===== config.mk =====
export PLATFORM = sky130hd
export DESIGN_NAME = booth_r4_mult_hs
export DESIGN_NICKNAME = d
export VERILOG_FILES = /design/src/rtl/booth_r4_mult_hs.sv
export SDC_FILE = /design/constraint.sdc
export NUM_CORES = 1
export LEC_CHECK = 0
export ABC_AREA = 1
export CAP_MARGIN = 20
export CORE_MARGIN = 5
export CORE_UTILIZATION = 56
export DETAILED_ROUTE_END_ITERATION = 8
export PLACE_DENSITY = 0.79
export SLEW_MARGIN = 20
export SYNTH_ARGS = -nofsm -noshare
export SYNTH_HDL_FRONTEND = slang
export SYNTH_SLANG_ARGS = --single-unit
export TNS_END_PERCENT = 100

===== constraint.sdc =====
create_clock -name clk -period 7.2 [get_ports clk]
set_clock_uncertainty 0.1 [all_clocks]
set_input_delay 1.8 -clock clk [delete_from_list [all_inputs] [get_ports clk]]
set_output_delay 1.8 -clock clk [all_outputs]
set_load 0.005 [all_outputs]

===== src/rtl/booth_r4_mult_hs.sv =====
// booth_r4_mult_hs: sequential radix-4 Booth multiplier with valid/ready handshakes.
// One radix-4 digit (two multiplier bits) retires per clock; is_signed selects operand format.
// Optional feature macro: BOOTH_MAC_EN (p becomes a wrapping accumulator of products).
//
// Handshake: a transfer happens on a rising clk edge where valid and ready are both high.
// in_ready is high only in IDLE and out_valid only in DONE, so exactly one transaction is
// in flight; in_valid during RUN/DONE and out_ready during IDLE/RUN have no effect.
module booth_r4_mult_hs #(
    parameter int A_WIDTH   = 6,
    parameter int B_WIDTH   = 6,
    parameter int ACC_GUARD = 4
) (
    input  logic                                 clk,
    input  logic                                 rst_n,
    input  logic                                 in_valid,
    output logic                                 in_ready,
    input  logic [A_WIDTH-1:0]                   a,
    input  logic [B_WIDTH-1:0]                   b,
    input  logic                                 is_signed,
    input  logic                                 acc_clr,
    output logic                                 out_valid,
    input  logic                                 out_ready,
    output logic [A_WIDTH+B_WIDTH+ACC_GUARD-1:0] p
);
    localparam int P_WIDTH   = A_WIDTH + B_WIDTH;
    localparam int OUT_WIDTH = P_WIDTH + ACC_GUARD;
    localparam int ITER      = (B_WIDTH + 2) / 2;
    localparam int HW        = A_WIDTH + 3;        // partial-product adder width
    localparam int LW        = 2 * ITER;           // product bits shifted out below the adder
    localparam int MW        = LW + 1;             // extended multiplier plus implicit 0 below bit 0
    localparam int CW        = $clog2(ITER + 1);
    localparam logic [CW-1:0] LAST = CW'(ITER - 1);

    localparam logic [1:0] S_IDLE = 2'd0;
    localparam logic [1:0] S_RUN  = 2'd1;
    localparam logic [1:0] S_DONE = 2'd2;

    logic [1:0]           state_q, state_d;
    logic [CW-1:0]        cnt_q, cnt_d;
    logic [HW-1:0]        a_q, a_d;      // multiplicand, extended to adder width
    logic [MW-1:0]        m_q, m_d;      // multiplier shift register, digit in [2:0]
    logic [HW-1:0]        hi_q, hi_d;    // upper partial product
    logic [LW-1:0]        lo_q, lo_d;    // low product bits collected from the shifts
    logic                 sgn_q, sgn_d;
    logic [OUT_WIDTH-1:0] p_q, p_d;

    logic                 last_step;
    logic [HW-1:0]        a2, dv, sum, hi_step;
    logic [LW-1:0]        lo_step;
    logic [P_WIDTH-1:0]   prod;
    logic [OUT_WIDTH-1:0] prod_ext;

    assign in_ready  = (state_q == S_IDLE);
    assign out_valid = (state_q == S_DONE);
    assign p         = p_q;
    assign last_step = (state_q == S_RUN) && (cnt_q == LAST);

    // Booth digit decode, add into the upper partial product, then shift the pair right by 2.
    // The worst-case partial sum stays below 2^(A_WIDTH+2) in magnitude, so HW bits never overflow.
    always_comb begin
        a2 = {a_q[HW-2:0], 1'b0};
        dv = '0;
        case (m_q[2:0])
            3'b001, 3'b010: dv = a_q;
            3'b011:         dv = a2;
            3'b100:         dv = '0 - a2;
            3'b101, 3'b110: dv = '0 - a_q;
            default:        dv = '0;
        endcase
        sum      = hi_q + dv;
        hi_step  = {{2{sum[HW-1]}}, sum[HW-1:2]};
        lo_step  = {sum[1:0], lo_q[LW-1:2]};
        prod     = P_WIDTH'({hi_step, lo_step});
        prod_ext = {{ACC_GUARD{sgn_q & prod[P_WIDTH-1]}}, prod};
    end

    // Control FSM and operand/partial-product next state.
    always_comb begin
        state_d = state_q;
        cnt_d   = cnt_q;
        a_d     = a_q;
        m_d     = m_q;
        hi_d    = hi_q;
        lo_d    = lo_q;
        sgn_d   = sgn_q;
        case (state_q)
            S_IDLE: begin
                if (in_valid) begin
                    a_d     = {{(HW-A_WIDTH){is_signed & a[A_WIDTH-1]}}, a};
                    m_d     = {{(LW-B_WIDTH){is_signed & b[B_WIDTH-1]}}, b, 1'b0};
                    sgn_d   = is_signed;
                    hi_d    = '0;
                    lo_d    = '0;
                    cnt_d   = '0;
                    state_d = S_RUN;
                end
            end
            S_RUN: begin
                hi_d  = hi_step;
                lo_d  = lo_step;
                m_d   = {{2{m_q[MW-1]}}, m_q[MW-1:2]};
                cnt_d = cnt_q + 1'b1;
                if (cnt_q == LAST) state_d = S_DONE;
            end
            S_DONE: begin
                if (out_ready) state_d = S_IDLE;
            end
            default: state_d = S_IDLE;
        endcase
    end

`ifdef BOOTH_MAC_EN
    logic clr_q;

    // Capture the accumulator-clear request together with the operands.
    always_ff @(posedge clk or negedge rst_n) begin
        if (!rst_n)                             clr_q <= 1'b0;
        else if (in_valid && state_q == S_IDLE) clr_q <= acc_clr;
    end

    // Accumulate once per transaction, on the RUN->DONE step; wraps modulo 2^OUT_WIDTH.
    always_comb begin
        p_d = p_q;
        if (last_step) p_d = (clr_q ? '0 : p_q) + prod_ext;
    end
`else
    logic unused_acc_clr;
    assign unused_acc_clr = acc_clr;

    // Result register loads the finished product and holds it until the next one.
    always_comb begin
        p_d = p_q;
        if (last_step) p_d = prod_ext;
    end
`endif

    // State and datapath registers, all cleared asynchronously.
    always_ff @(posedge clk or negedge rst_n) begin
        if (!rst_n) begin
            state_q <= S_IDLE;
            cnt_q   <= '0;
            a_q     <= '0;
            m_q     <= '0;
            hi_q    <= '0;
            lo_q    <= '0;
            sgn_q   <= 1'b0;
            p_q     <= '0;
        end else begin
            state_q <= state_d;
            cnt_q   <= cnt_d;
            a_q     <= a_d;
            m_q     <= m_d;
            hi_q    <= hi_d;
            lo_q    <= lo_d;
            sgn_q   <= sgn_d;
            p_q     <= p_d;
        end
    end

endmodule


## Word level (Yosys, flattened, before mapping)

Index checks and enable logic that the tools add are counted.

- Bits in registers: 52
- Bits in latches: 0
- RAM bits: 0
- ROM bits: 0
- Input bits: 18
- Output and inout port bits: 18
- Logic and storage cells: 51
- Memories: 0

- Add/subtract/negate cells: 4
- $mul: 0
- Div/mod/pow operators: 0
- Magnitude comparators: 0
- Eq/ne operators: 12
- Shift-type cells: 0
- Mux-type cells: 13
- Bitwise gates (word level): 4
- Reduce and logical (&&, ||, !) cells: 9

Operator list:

| operator | number |
|---|---|
| 9-bit one-hot mux with 2 select lines | 2 |
| 9-bit one-hot mux with 4 select lines | 1 |
| 9-bit 2-to-1 mux | 2 |
| 8-bit one-hot mux with 2 select lines | 1 |
| 9-bit adder | 1 |
| 3-bit by 2-bit == test with 1-bit output (second input constant) | 3 |
| 3-bit == test (second input constant) | 3 |
| 1-bit by 8-bit subtractor with 9-bit output (first input constant) | 1 |
| 8-bit 2-to-1 mux | 1 |
| 1-bit by 7-bit subtractor with 8-bit output (first input constant) | 1 |
| 2-bit 2-to-1 mux | 3 |
| 2-bit one-hot mux with 3 select lines | 1 |
| 3-bit one-hot mux with 2 select lines | 1 |
| 3-bit AND reduction | 2 |
| 2-bit by 1-bit != test with 1-bit output (second input constant) | 2 |
| 2-bit AND reduction | 2 |
| 2-bit OR reduction | 2 |
| 3-bit by 1-bit adder with 3-bit output (second input constant) | 1 |
| 1-bit AND | 3 |
| 3-bit by 1-bit == test with 1-bit output (second input constant) | 1 |
| 3-bit 2-to-1 mux | 1 |
| 2-bit by 1-bit == test with 1-bit output (second input constant) | 1 |
| 2-bit == test (second input constant) | 1 |
| 2-bit logical NOT | 1 |
| other kinds (4) | 4 |

## Logic depth before layout (Yosys ltp)

- Depth after elaboration: 5
- Mapped depth: 18
- Gate-level depth less buffers: 18

## Worst setup path before layout

OpenSTA, ideal clock, no wires.

- Path type: input-to-reg
- Start: in in_valid
- End: reg cnt_q[1]
- Library setup time: 121 ps
- Arrival: 2345 ps
- Required time: 6979 ps
- Setup slack: 4634 ps
- Stages: 5
- Buffers on the path: 1
- Path through: nand2_1 > inv_2 > nor2_4 > buf_4 > a22o_1

- Word-level cells in the longest chain between the ends: 2

Ends and longest elaborated chain:

| element | line | text |
|---|---|---|
| start, declared | 15 | `input logic in_valid,` |
| 2-bit != test (no source line) | n/a |  |
| 2-bit AND reduction (no source line) | n/a |  |
| end signal, assigned | 150 | `cnt_q <= cnt_d;` |
| end, declared | 39 | `logic [CW-1:0] cnt_q, cnt_d;` |

Every way passes these cells.
A chain may end at the register's enable or synchronous reset.

## Worst setup path after layout

- Start: in in_valid
- End: reg m_q[1]

- Word-level cells in the longest chain between the ends: 2

Ends and longest elaborated chain:

| element | line | text |
|---|---|---|
| 2-bit != test (no source line) | n/a |  |
| 2-bit AND reduction (no source line) | n/a |  |
| end signal, assigned | 152 | `m_q <= m_d;` |
| end, declared | 41 | `logic [MW-1:0] m_q, m_d;` |

Every way passes these cells.

==> flow_results.xml <==
<?xml version="1.0" encoding="UTF-8"?>
<metrics>
  <group name="detailed_routing">
    <metric name="drt_first_iter_violations" unit="">120</metric>
    <metric name="wire_per_inst" unit="um">13.2</metric>
    <metric name="postRouteWirelength" unit="mm">5.10</metric>
    <metric name="detail-route-antenna-nets" unit="">0</metric>
    <metric name="vias_per_cell" unit="">5.37</metric>
    <metric name="route.vias.total" unit="">2071</metric>
    <metric name="drt_drc_violations_left" unit="">0</metric>
    <metric name="detailedRoute.firstPassIterationCount" unit="">4</metric>
  </group>
  <group name="setup_path">
    <metric name="crit_path_start_kind" unit="">primary input</metric>
    <metric name="critical_path.top_delay_family" unit="">buffers and inverters</metric>
    <metric name="series_of_cell_instances_along_the_critical_path" unit="">clkdlybuf4s50_1 -&gt; nand2_1 -&gt; inv_2 -&gt; nor2_4 -&gt; inv_2 -&gt; o21a_1</metric>
    <metric name="r2r_cells" unit="">14</metric>
    <metric name="crit_top_cell" unit="">sky130_fd_sc_hd__inv_2</metric>
    <metric name="timing.critical_path.arrival" unit="ps">3480</metric>
    <metric name="regToRegEndpoint" unit="">hi_q[5]</metric>
    <metric name="critPathSlowestCell" unit="">sky130_fd_sc_hd__clkdlybuf4s50_1</metric>
    <metric name="reg2reg_setup_slack" unit="ps">4500</metric>
    <metric name="cp-startpoint" unit="">in_valid</metric>
    <metric name="timing.critical_path.to_type" unit="">flop</metric>
    <metric name="criticalPathCategory" unit="">primary input to flop</metric>
    <metric name="crit_required" unit="ps">7280</metric>
    <metric name="cpPeakStageDelay" unit="ps">400</metric>
    <metric name="crit_buf_inv" unit="">3</metric>
    <metric name="cp.depth" unit="">6</metric>
    <metric name="cp_endpoint" unit="">m_q[1]</metric>
    <metric name="timing.rr.start" unit="">a_q[0]</metric>
    <metric name="critical_path_peak_fanout" unit="">15</metric>
  </group>
  <group name="clocking">
    <metric name="clock_tree.buffer_depth" unit="">2</metric>
    <metric name="cts_post_setup_buffers_inserted" unit="">0</metric>
    <metric name="tritoncts.num_buffers" unit="">5</metric>
    <metric name="clkSlewWorstSetupHoldPaths" unit="ps">90</metric>
    <metric name="clk-insertion-delay-late" unit="ps">290</metric>
    <metric name="clock-sinks" unit="">48</metric>
    <metric name="htree_levels" unit="">2</metric>
    <metric name="cts_tree" unit="">built</metric>
    <metric name="clock_tree_root_driver_cell" unit="">sky130_fd_sc_hd__clkbuf_8</metric>
    <metric name="cts_resized" unit="">0</metric>
    <metric name="number_of_hold_repair_buffers_added_at_the_cts_stage" unit="">0</metric>
  </group>
  <group name="synth">
    <metric name="netlist.area_leader.share" unit="%">46.4</metric>
    <metric name="netlist_top_cells_area" unit="">sky130_fd_sc_hd__dfrtp_1, sky130_fd_sc_hd__nand2_1, sky130_fd_sc_hd__inv_1</metric>
    <metric name="synth-seq-area-share" unit="%">46.4</metric>
    <metric name="yosys.area.top_type" unit="">sky130_fd_sc_hd__dfrtp_1</metric>
    <metric name="syn_std_cell_area" unit="um^2">2590</metric>
    <metric name="synth_ff_type" unit="">sky130_fd_sc_hd__dfrtp_1</metric>
    <metric name="syn_inst" unit="">302</metric>
    <metric name="synth.net_count" unit="">332</metric>
    <metric name="netlist-cell-type-count" unit="">36</metric>
    <metric name="synth_async_sr_flop_share" unit="%">100</metric>
    <metric name="ys_ff_latch" unit="">48</metric>
    <metric name="synth_edf_count" unit="">0</metric>
    <metric name="ys.warnings.count" unit="">0</metric>
    <metric name="yosys-top-cells-count" unit="">sky130_fd_sc_hd__nand2_1, sky130_fd_sc_hd__dfrtp_1, sky130_fd_sc_hd__inv_1, sky130_fd_sc_hd__nand3_1, sky130_fd_sc_hd__o21ai_0</metric>
    <metric name="post-synth-top-count-cell" unit="">sky130_fd_sc_hd__nand2_1</metric>
    <metric name="postSynthAreaPerCell" unit="um^2">8.57</metric>
  </group>
  <group name="timing">
    <metric name="final_period_minus_worst_setup_slack" unit="ps">3400</metric>
    <metric name="clock.fmax" unit="MHz">294</metric>
    <metric name="hold_viol" unit="">0</metric>
    <metric name="tns" unit="ps">0</metric>
    <metric name="fin_ws" unit="ps">3800</metric>
    <metric name="setup_violations" unit="">0</metric>
    <metric name="number_of_max_slew_violations_in_the_final_report" unit="">0</metric>
    <metric name="slew-limit-headroom" unit="%">60.9</metric>
    <metric name="actual_transition_at_the_worst_max_transition_pin" unit="ps">587</metric>
    <metric name="layout_worst_path_cycle_share" unit="%">47.2</metric>
    <metric name="rsz0062_at_grt" unit="">false</metric>
  </group>
  <group name="pwr">
    <metric name="p_per_area" unit="nW/um^2">556</metric>
    <metric name="power.ir.vdd_worst" unit="mV">0.259</metric>
    <metric name="power.leakage" unit="nW">1.47</metric>
    <metric name="p_total" unit="mW">1.67</metric>
  </group>
  <group name="floorplanning">
    <metric name="io-pin-count" unit="">36</metric>
    <metric name="die_h" unit="um">78.0</metric>
    <metric name="placeableCoreArea" unit="um^2">4410</metric>
    <metric name="fp-row-count" unit="">24</metric>
    <metric name="initial_util" unit="%">58.6</metric>
    <metric name="die_area" unit="um^2">6080</metric>
    <metric name="fp.dieW" unit="um">78.0</metric>
  </group>
  <group name="global_routing">
    <metric name="initial_antenna_violation_count" unit="">0</metric>
    <metric name="grtUsageTotal" unit="%">18.2</metric>
    <metric name="grt_pass1_wl" unit="mm">9.17</metric>
    <metric name="grt-ovfl-total" unit="">0</metric>
    <metric name="number_of_global_route_vias_before_repair" unit="">2039</metric>
    <metric name="grt_max_degree" unit="">49</metric>
  </group>
  <group name="finish">
    <metric name="final_core_utilization" unit="%">68.3</metric>
    <metric name="antennaDiodeCount" unit="">0</metric>
    <metric name="fin_nets" unit="">364</metric>
    <metric name="area.growth.synth_to_final" unit="%">16.4</metric>
    <metric name="drive_above_1_share" unit="%">8.38</metric>
  </group>
  <group name="placed_design">
    <metric name="numPortBuffers" unit="">34</metric>
    <metric name="gp_routability_congestion" unit="">0.898</metric>
    <metric name="placement.setup.worst_slack" unit="ps">3520</metric>
    <metric name="hpwlAfterDp" unit="mm">3.78</metric>
  </group>
  <group name="hold_path">
    <metric name="min-delay-path-class" unit="">flop to flop</metric>
  </group>
  <group name="run_status">
    <metric name="result_of_the_run" unit="">complete, no violations</metric>
  </group>
  <group name="flow_run">
    <metric name="drv.max_cap_violation_count" unit="">0</metric>
  </group>
</metrics>
[worst min-delay path, stage by stage, from the launching register on]
cell	delay [ps]
sky130_fd_sc_hd__dfrtp_1	350
sky130_fd_sc_hd__nand2_1	60
sky130_fd_sc_hd__o21ai_2	50
[per-layer routing]
metal  up-vias  global-route usage, %  part of all wire, %
met5         -                      0                    0
met4         0                   6.08                 0.98
met3         4                   3.70                  2.7
met2        32                   29.5                   49
met1       978                   24.5                   47
li1       1057                      -                    -
[placed cells by master, fill, tap and decap left out, types with 2 or more instances in the layout]
cell and count:
sky130_fd_sc_hd__inv_2 4, sky130_fd_sc_hd__clkbuf_8 6, sky130_fd_sc_hd__nor2_4 3, sky130_fd_sc_hd__xor2_1 4, sky130_fd_sc_hd__o21ai_1 2, sky130_fd_sc_hd__o22ai_1 11, sky130_fd_sc_hd__o21ai_0 15, sky130_fd_sc_hd__a221oi_1 3
sky130_fd_sc_hd__inv_1 40, sky130_fd_sc_hd__o21ai_2 9, sky130_fd_sc_hd__xnor2_1 3, sky130_fd_sc_hd__nor2_1 11, sky130_fd_sc_hd__nand2_1 74, sky130_fd_sc_hd__dfrtp_1 48, sky130_fd_sc_hd__o211ai_1 5, sky130_fd_sc_hd__a21oi_1 11
sky130_fd_sc_hd__nand3_1 19, sky130_fd_sc_hd__nor3_1 5, sky130_fd_sc_hd__clkdlybuf4s50_1 33, sky130_fd_sc_hd__ha_1 11
[metrics by stage]
| stage | hold WS, ps | cell area, um^2 | cells |
|---|---|---|---|
| 6_report | 390 | 3010 | 386 |
| 5_1_grt | 399 | 3010 | 386 |
| 4_1_cts | 389 | 3010 | 386 |
| 3_5_place_dp | 367 | 2920 | 379 |
| 3_3_place_gp | 366 | 2920 | 379 |
| 2_1_floorplan | 349 | 2590 | 302 |
[flip-flops by register name, summed over array words and instances, names as in the netlist]
signal	cells
cnt_q	3
lo_q	6
a_q	7
m_q	9
hi_q	7
p	13
state_q	2
sgn_q	1
[logic make-up (layout without fill, tap and decap cells)]
| logic type | count (synthesis) | in the layout | synth area share [%] |
|---|---|---|---|
| AO/OA/AOI/OAI | 65 | 65 | 16.6 |
| XOR/XNOR | 7 | 7 | 2.37 |
| adder cells (fa/ha/maj) | 12 | 12 | 6.09 |
| buffers and inverters | 55 | 87 | 9.48 |
| flip-flops | 48 | 48 | 46.4 |
| AND/OR/NAND/NOR | 115 | 115 | 19.0 |
[where the power goes]
group	leakage [nW]	switching (mW)	internal, mW
logic	0.820	0.619	0.416
clock network	0.0473	0.0863	0.0767
registers	0.601	0.0740	0.402
[worst min-delay path by stage]
stage,from,to,slack (ps),depth (start not counted)
finish,p[3],p[3],390,2
CTS,p[3],p[3],390,2
global placement,p[3],p[3],370,2
detailed placement,p[3],p[3],370,2
floorplan,sgn_q,sgn_q,350,2
global route,p[3],p[3],400,2
[layout make-up]
type | count | area (um^2)
fillers | 356 | 1400
flip-flops and latches | 48 | 1200
inverters | 45 | 171
repair buffers | 35 | 343
multi-input cells | 199 | 1140
clock buffers | 6 | 82.6
well taps | 52 | 65.1
clock inverters | 1 | 8.76
(Power assumes the default switching activity.)
